## config.mk

```make
export PLATFORM = sky130hd
export DESIGN_NAME = load_store_unit
export DESIGN_NICKNAME = d
export VERILOG_FILES = /design/src/rtl/load_store_unit.sv
export SDC_FILE = /design/constraint.sdc
export NUM_CORES = 1
export LEC_CHECK = 0
export CAP_MARGIN = 20
export CORE_MARGIN = 2
export CORE_UTILIZATION = 47
export CTS_CLUSTER_DIAMETER = 120
export CTS_CLUSTER_SIZE = 28
export DETAILED_ROUTE_END_ITERATION = 16
export HOLD_SLACK_MARGIN = 0.03
export PLACE_DENSITY = 0.88
export SYNTH_ARGS = -nofsm -noshare
export SYNTH_HDL_FRONTEND = slang
export SYNTH_SLANG_ARGS = --single-unit
```

## constraint.sdc

```tcl
create_clock -name clk -period 2.4 [get_ports clk]
set_input_delay 0.36 -clock clk [delete_from_list [all_inputs] [get_ports clk]]
set_output_delay 0.36 -clock clk [all_outputs]
set_load 0.01 [all_outputs]
```

## src/rtl/load_store_unit.sv

```systemverilog
// Load/store unit: byte-addressed load/store requests to a word memory.
// Ports: req_* request in, rsp_* response out, mem_* word memory side.
module load_store_unit #(
    parameter int MEM_WORDS = 128
) (
    input  logic        clk,
    input  logic        rst_n,
    input  logic        req_valid,
    output logic        req_ready,
    input  logic        req_write,
    input  logic [1:0]  req_size,
    input  logic        req_unsigned,
    input  logic [31:0] req_addr,
    input  logic [31:0] req_wdata,
    output logic        rsp_valid,
    output logic [31:0] rsp_rdata,
    output logic [1:0]  rsp_err,
    output logic [31:0] mem_addr,
    output logic [31:0] mem_wdata,
    output logic        mem_write,
    output logic        mem_read,
    input  logic [31:0] mem_rdata
);

    typedef enum logic [2:0] {
        IDLE,
        RD,
        WR,
        RSP,
        ERR_RSP
    } state_t;

    state_t      state;
    logic [1:0]  lane_q;
    logic [1:0]  size_q;
    logic        uns_q;
    logic        write_q;
    logic [31:0] wdata_q;

    logic [31:0] widx;
    logic        misaligned;
    logic        out_of_range;
    logic [7:0]  rd_byte;
    logic [15:0] rd_half;
    logic [31:0] load_val;
    logic [31:0] merged;

    assign widx = {2'b00, req_addr[31:2]};

    assign misaligned = (req_size == 2'b11)
                      || (req_size == 2'b01 && req_addr[0])
                      || (req_size == 2'b10 && req_addr[1:0] != 2'b00);

    assign out_of_range = widx >= 32'(MEM_WORDS);

    // Strobes and handshake come straight from the state register.
    assign req_ready = (state == IDLE);
    assign rsp_valid = (state == RSP) || (state == ERR_RSP);
    assign mem_read  = (state == RD);
    assign mem_write = (state == WR);

    // Little-endian lane extraction from the word being read.
    always_comb begin
        rd_byte = 8'h00;
        unique case (lane_q)
            2'd0: rd_byte = mem_rdata[7:0];
            2'd1: rd_byte = mem_rdata[15:8];
            2'd2: rd_byte = mem_rdata[23:16];
            2'd3: rd_byte = mem_rdata[31:24];
            default: rd_byte = 8'h00;
        endcase
        rd_half = lane_q[1] ? mem_rdata[31:16] : mem_rdata[15:0];
    end

    always_comb begin
        load_val = mem_rdata;
        if (size_q == 2'b00) begin
            load_val = {{24{rd_byte[7] & ~uns_q}}, rd_byte};
        end else if (size_q == 2'b01) begin
            load_val = {{16{rd_half[15] & ~uns_q}}, rd_half};
        end
    end

    // Read-modify-write merge: only the addressed lane is replaced.
    always_comb begin
        merged = mem_rdata;
        if (size_q == 2'b00) begin
            unique case (lane_q)
                2'd0: merged[7:0]   = wdata_q[7:0];
                2'd1: merged[15:8]  = wdata_q[7:0];
                2'd2: merged[23:16] = wdata_q[7:0];
                2'd3: merged[31:24] = wdata_q[7:0];
                default: merged = mem_rdata;
            endcase
        end else if (lane_q[1]) begin
            merged[31:16] = wdata_q[15:0];
        end else begin
            merged[15:0] = wdata_q[15:0];
        end
    end

    always_ff @(posedge clk or negedge rst_n) begin
        if (!rst_n) begin
            state     <= IDLE;
            lane_q    <= 2'b00;
            size_q    <= 2'b00;
            uns_q     <= 1'b0;
            write_q   <= 1'b0;
            wdata_q   <= 32'h0;
            rsp_rdata <= 32'h0;
            rsp_err   <= 2'b00;
            mem_addr  <= 32'h0;
            mem_wdata <= 32'h0;
        end else begin
            unique case (state)
                IDLE: begin
                    if (req_valid) begin
                        lane_q  <= req_addr[1:0];
                        size_q  <= req_size;
                        uns_q   <= req_unsigned;
                        write_q <= req_write;
                        wdata_q <= req_wdata;
                        if (misaligned) begin
                            rsp_err   <= 2'b01;
                            rsp_rdata <= 32'h0;
                            state     <= ERR_RSP;
                        end else if (out_of_range) begin
                            rsp_err   <= 2'b10;
                            rsp_rdata <= 32'h0;
                            state     <= ERR_RSP;
                        end else begin
                            mem_addr <= widx;
                            if (req_write && req_size == 2'b10) begin
                                mem_wdata <= req_wdata;
                                state     <= WR;
                            end else begin
                                state <= RD;
                            end
                        end
                    end
                end
                RD: begin
                    if (write_q) begin
                        mem_wdata <= merged;
                        state     <= WR;
                    end else begin
                        rsp_rdata <= load_val;
                        rsp_err   <= 2'b00;
                        state     <= RSP;
                    end
                end
                WR: begin
                    rsp_rdata <= 32'h0;
                    rsp_err   <= 2'b00;
                    state     <= RSP;
                end
                RSP, ERR_RSP: state <= IDLE;
                default: state <= IDLE;
            endcase
        end
    end

endmodule

```

==> results.tsv, run 1 <==
metric	value	unit
Setup Skew	0.00532	ns
period utilization	98.1	%
fmax	425	MHz
GRT overflow	0	
routed vias/inst	5.82	
final instance area	9430	um^2
Cell Pwr Density	628	nW/um^2
Std-Cell Rows	42	
Detailed Route WL	20600	um
post-layout util	70.7	%
register area share after synthesis	46.7	%
Synth top area share	46.7	%
most frequent cells in the layout	201 x clkdlybuf4s50_1, 117 x dfrtp_1, 112 x nand2_1	
Mapped Area	6480	um^2
vias after detailed routing	6060	
post-detail-place hpwl	14800	um
Die X	121	um
FF+latch count, synth	121	
vias in the first global route	5954	
setup violators final	0	
first-pass GRT wire length	32000	um
Setup crit end kind	primary output	
Worst VDD drop	0.442	mV
CTS tree	yes	
core footprint	13300	um^2
unrepaired setup endpoints after global routing	no	
ANT nets after route	0	
Clock Tree Root	clkbuf_16	
Die ar.	14700	um^2
CP required	2.04	ns
max-slew violations	0	
fin crit period	2.35	ns
Slew headroom	64.5	%
H-Tree Depth	4	
Fin. Hold Viols	0	
outcome	finished clean	
Tot GR Track Use	28.5	%
RD Place Congestion	0.913	
CTS Sinks	121	
Ys Warns	0	
Worst Setup Path Type	flop to primary output	
Max Cap Viol	0	
Post-synth ARST share	100	%
slew of the pin with the lowest slew margin	0.532	ns
HP Class	input port to async pin	
Final TNS setup	0	ns
area grow syn2layout	45.5	%
maximum net fanout on the critical path	10	
port bufs	202	
initial core utilization	48.5	%
Clock transition at path regs	0.05	ns
WL per Instance	19.8	um
R2R Setup Slk	0.24	ns
Inserted Clock Buffers	17	
First-pass DRT Iterations	6	
Worst EP arrival	1.99	ns
top post-synthesis cells by area	dfrtp_1 47%, nand2_1 6.5%, mux2_4 6.3%, mux2i_1 4.2%, a21oi_1 2.8%	
Synth Flop Type	dfrtp_1	
startpoint types	flop	
Netlist cell types	53	
Ports	205	
Syn Inst Count	640	
worst skew pair latency	0.41	ns
antenna violations before repair	0	
NumNets Final	956	
Ant. Diodes	0	
commonest non-fill, non-tap cell in the layout	clkdlybuf4s50_1	
syn avg cell area	10.1	um^2
height of the die	121	um
layout cells sized above 1	16.1	%
Worst R2R Path Depth	8	
largest net degree at the start of global routing	63	
initial drt markers	681	
dpl cell area	8740	um^2
EDFF count, synth	0	
DRC	0	
Clock Path Buffers	2	
post-synth top area cell	dfrtp_1	
Leak	4.40	nW
-- layout make-up --
cell class | instances | area (um^2)
Fill cell | 945 | 3920
Multi-Input combinational cell | 452 | 3110
Sequential cell | 121 | 3030
Timing Repair Buffer | 239 | 2340
Clock buffer | 19 | 453
Tap cell | 176 | 220
Clock inverter | 13 | 199
Inverter | 22 | 82.6
-- flip-flops by register name (all words and copies together) (netlist names) --
name and flops:
uns_q 1, state 3, mem_addr 30, lane_q 2, size_q 2, write_q 1, mem_wdata 32, wdata_q 16
rsp_rdata 32, rsp_err 2
-- critical path, cell delays in order (launching register included) --
cell and delay [ns]:
dfrtp_2 0.49, or3_4 0.43, inv_2 0.10, clkdlybuf4s50_1 0.55
-- power breakdown --
part	switching (mW)	total (mW)	leakage (nW)	internal [mW]
combinational	0.507	0.949	2.44	0.441
sequential	0.0815	2.18	1.64	2.10
clock	0.913	2.80	0.319	1.89
total	1.50	5.93	4.40	4.42
-- per-layer routing --
metal	part of all wire (%)	wire, um	track usage, %
met1	39	8070	37.7
met2	47	9700	44.5
met3	9.7	2010	6.34
met4	4.1	855	13.9
met5	0	0	0
-- worst paths after layout --
path,start,end
worst max-delay path,state[1],req_ready
worst min-delay path,rst_n,mem_addr[17]
worst max register to register,state[2],rsp_rdata[20]
worst min register to register,rsp_rdata[4],rsp_rdata[4]
max in group asynchronous,rst_n,state[2]
min in group clk,rsp_rdata[4],rsp_rdata[4]
-- synthesized netlist by cell type (4+ instances only) --
library cell / instances
a211oi_1: 7
a21oi_1: 36
a221oi_1: 8
a22o_1: 17
buf_2: 14
buf_4: 10
buf_6: 5
clkbuf_1: 15
dfrtp_1: 121
inv_1: 18
mux2_1: 10
mux2_2: 9
mux2_4: 27
mux2i_1: 27
mux4_2: 8
nand2_1: 112
nand2b_1: 4
nand3_1: 16
nor2_1: 48
nor2b_1: 24
o21ai_0: 36
o21ai_1: 10
o22ai_1: 9
o32ai_1: 7
-- cells by family (layout without fill, tap and decap cells) --
kind of cell    Yosys count  after routing  share of synthesized area [%]
xor+xnor                  1              1                          0.135
compound gates          140            140                           14.2
mux                      81             81                           16.5
buf+inv                  68            293                           5.39
simple gates            228            228                           17.0
flops                   121            121                           46.7
other cells               1              2                         0.0579
-- stage by stage --
stage / instances / setup slack (ns) / power [mW] / hold WS (ns)
4_1_cts: 1039 / 0.0347 / 5.92 / 0.448
5_1_grt: 1042 / 0.0114 / 6.12 / 0.493
6_report: 1042 / 0.0462 / 5.93 / 0.444
3_3_place_gp: 1006 / 0.0931 / 3.10 / 0.341
2_1_floorplan: 641 / 0.498 / 2.68 / 0.0644
3_5_place_dp: 1006 / 0.0460 / 3.12 / 0.338
-- what timing repair did --
| action | 4_1_cts | 5_1_grt |
|---|---|---|
| setup endpoints to repair | 1 | 1 |
| resized for setup | 3 | 0 |
| hold buffers | 1 | 0 |
| hold endpoints to repair | 33 | 0 |
| buffers inserted | 0 | 3 |
No activity file was read; power rests on OpenSTA's default activity.
==> run 2, diff against run 1 <==
--- a/config.mk
+++ b/config.mk
@@ -8,10 +8,12 @@
 export CAP_MARGIN = 20
 export CORE_MARGIN = 2
 export CORE_UTILIZATION = 47
-export CTS_CLUSTER_DIAMETER = 120
+export CTS_CLUSTER_DIAMETER = 100
 export CTS_CLUSTER_SIZE = 28
 export DETAILED_ROUTE_END_ITERATION = 16
+export GPL_TIMING_DRIVEN = 0
 export HOLD_SLACK_MARGIN = 0.03
+export MAX_ROUTING_LAYER = met4
 export PLACE_DENSITY = 0.88
 export SYNTH_ARGS = -nofsm -noshare
 export SYNTH_HDL_FRONTEND = slang
==> results.tsv, run 2 (synthesis gave the netlist of run 1 again) <==
metric	value	unit	change
HP Class	input port to async pin		
ANT nets after route	0		unchanged
DRC	0		unchanged
setup violators final	0		unchanged
Net Sw Power	1.52	mW	+1.2%
CP required	2.04	ns	about the same
fmax	435	MHz	+2.5%
NumNets Final	966		+1.0%
post-detail-place hpwl	15500	um	+4.8%
routed vias/inst	5.62		-3.3%
combinational share of power	17.1	%	+1.1 points
Ant. Diodes	0		unchanged
Die ar.	14700	um^2	unchanged
Clock transition at path regs	0.05	ns	about the same
Final WS setup	0.103	ns	+0.0567 ns
vias after detailed routing	5916		-2.4%
area grow syn2layout	44.3	%	
Setup crit end kind	primary output		
post-layout util	70.1	%	-0.60 points
First-pass DRT Iterations	5		-1
height of the die	121	um	unchanged
Net Sw Frac	27.0	%	+1.7 points
H-Tree Depth	4		unchanged
Design Power	5.63	mW	-5.1%
fin crit period	2.30	ns	-0.0567 ns
initial drt markers	610		-10%
largest net degree at the start of global routing	91		+44%
core footprint	13300	um^2	unchanged
max-slew violations	0		unchanged
Worst EP arrival	1.94	ns	-0.05 ns
Power Internal	4.11	mW	-7.2%
Worst VDD drop	0.496	mV	+12%
Final TNS setup	0	ns	unchanged
vias in the first global route	5934		-0.34%
Fin. Hold Viols	0		unchanged
CP delay by family, top	buffers and inverters		
M1 wire length	8800	um	+9.1%
Std-Cell Rows	42		unchanged
Cell Pwr Density	602	nW/um^2	-4.3%
sequential power share	38.5	%	+1.7 points
Top Registers	mem_wdata (32), rsp_rdata (32), mem_addr (30)		
top layer reached by signal wires	met4		
worst skew pair latency	0.42	ns	about the same
startpoint types	flop		
Ports	205		unchanged
Worst Setup Path Type	flop to primary output		
Setup Skew	0.0108	ns	+0.00549 ns
CTS Sinks	121		unchanged
Clock Path Buffers	2		unchanged
Slew headroom	59.9	%	-4.6 points
Max Cap Viol	0		unchanged
Die X	121	um	unchanged
WL met3	1790	um	-11%
RD Place Congestion	0.970		+6.2%
maximum net fanout on the critical path	14		+4
Tot GR Track Use	30.7	%	+2.1 points
initial core utilization	48.5	%	unchanged
Detailed Route WL	21100	um	+2.1%
crit path cell chain	buf_6 -> nor2_4 -> nand2_2 -> inv_6 -> clkdlybuf4s50_1		
slew of the pin with the lowest slew margin	0.601	ns	+0.0690 ns
Inserted Clock Buffers	17		unchanged
Crit path largest cell delay	0.55	ns	about the same
Min Hold Slack	0.432	ns	-0.0123 ns
CP bufs+invs	3		+1
commonest non-fill, non-tap cell in the layout	clkdlybuf4s50_1		
Clk pwr share	44.4	%	-2.8 points
DP Worst Slack	-0.127	ns	-0.173 ns
CTS tree	yes		
GRT overflow	0		unchanged
period utilization	95.7	%	-2.4 points
met2 WL	9760	um	+0.64%
slowest CP cell	clkdlybuf4s50_1		
post-CTS setup buffers	0		unchanged
first-pass GRT wire length	33000	um	+3.1%
layout cells sized above 1	14.5	%	-1.6 points
outcome	finished clean		
port bufs	202		unchanged
most frequent cells in the layout	200 x clkdlybuf4s50_1, 121 x dfrtp_1, 112 x nand2_1		
antenna violations before repair	0		unchanged
Clock Tree Root	clkbuf_16		
unrepaired setup endpoints after global routing	no		
WL per Instance	20.0	um	+1.1%
Leak	4.36	nW	-1.0%
## run 2: layer usage
metal | up-vias | GRT usage (%)
li1 | 2682 | -
met1 | 2845 | 40.2
met2 | 338 | 46.2
met3 | 51 | 6.81
met4 | 0 | 13.0
met5 | - | -
## run 2: power groups by stage
stage | Sequential [mW] | Combinational [mW] | Clock, mW
after floorplan | 2.17 | 0.513 | 0
after global placement | 2.19 | 0.919 | 0
after detailed placement | 2.19 | 0.936 | 0
after CTS | 2.16 | 0.948 | 2.52
after global routing | 2.17 | 1.03 | 2.63
final | 2.16 | 0.961 | 2.50
## run 2: path summary, 6_finish.rpt
kind | from | end | slack [ns] | cells after the start
max | state[2] | mem_read | 0.10 | 5
min reg2reg | rsp_rdata[1] | rsp_rdata[1] | 0.48 | 2
min in group clk | rsp_rdata[1] | rsp_rdata[1] | 0.48 | 2
max in group asynchronous | rst_n | wdata_q[11] | 1.22 | 3
min | rst_n | mem_addr[19] | 0.43 | 2
max reg2reg | lane_q[1] | rsp_rdata[4] | 0.23 | 6
## run 2: layout make-up
type | instances | area (um^2)
Buffer | 45 | 263
Clock buffer | 22 | 464
Clock inverter | 10 | 119
Fill cell | 994 | 4000
Inverter | 22 | 87.6
Multi-Input combinational cell | 452 | 3110
Sequential cell | 121 | 3030
Tap cell | 176 | 220
Timing Repair Buffer | 204 | 2060
## run 2: worst register-to-register path: stages (launching register included)
cell	delay (ns)
dfrtp_1	0.43
buf_2	0.31
buf_2	0.32
buf_4	0.26
mux4_2	0.32
o21ai_0	0.31
nand2_1	0.10
## run 2: repair_timing
action                                  in CTS  in global routing
gates resized for setup                      1                  2
hold buffers                                 1                  0
endpoints found under the setup margin       1                  2
endpoints found under the hold margin       31                  0
cloned                                       0                  0
## run 2: per-stage QoR
step / area (um^2) / cells
CTS: 9350 / 1052
finish: 9350 / 1052
detailed placement: 8750 / 1020
floorplan: 6480 / 641
global route: 9350 / 1052
global placement: 8730 / 1019
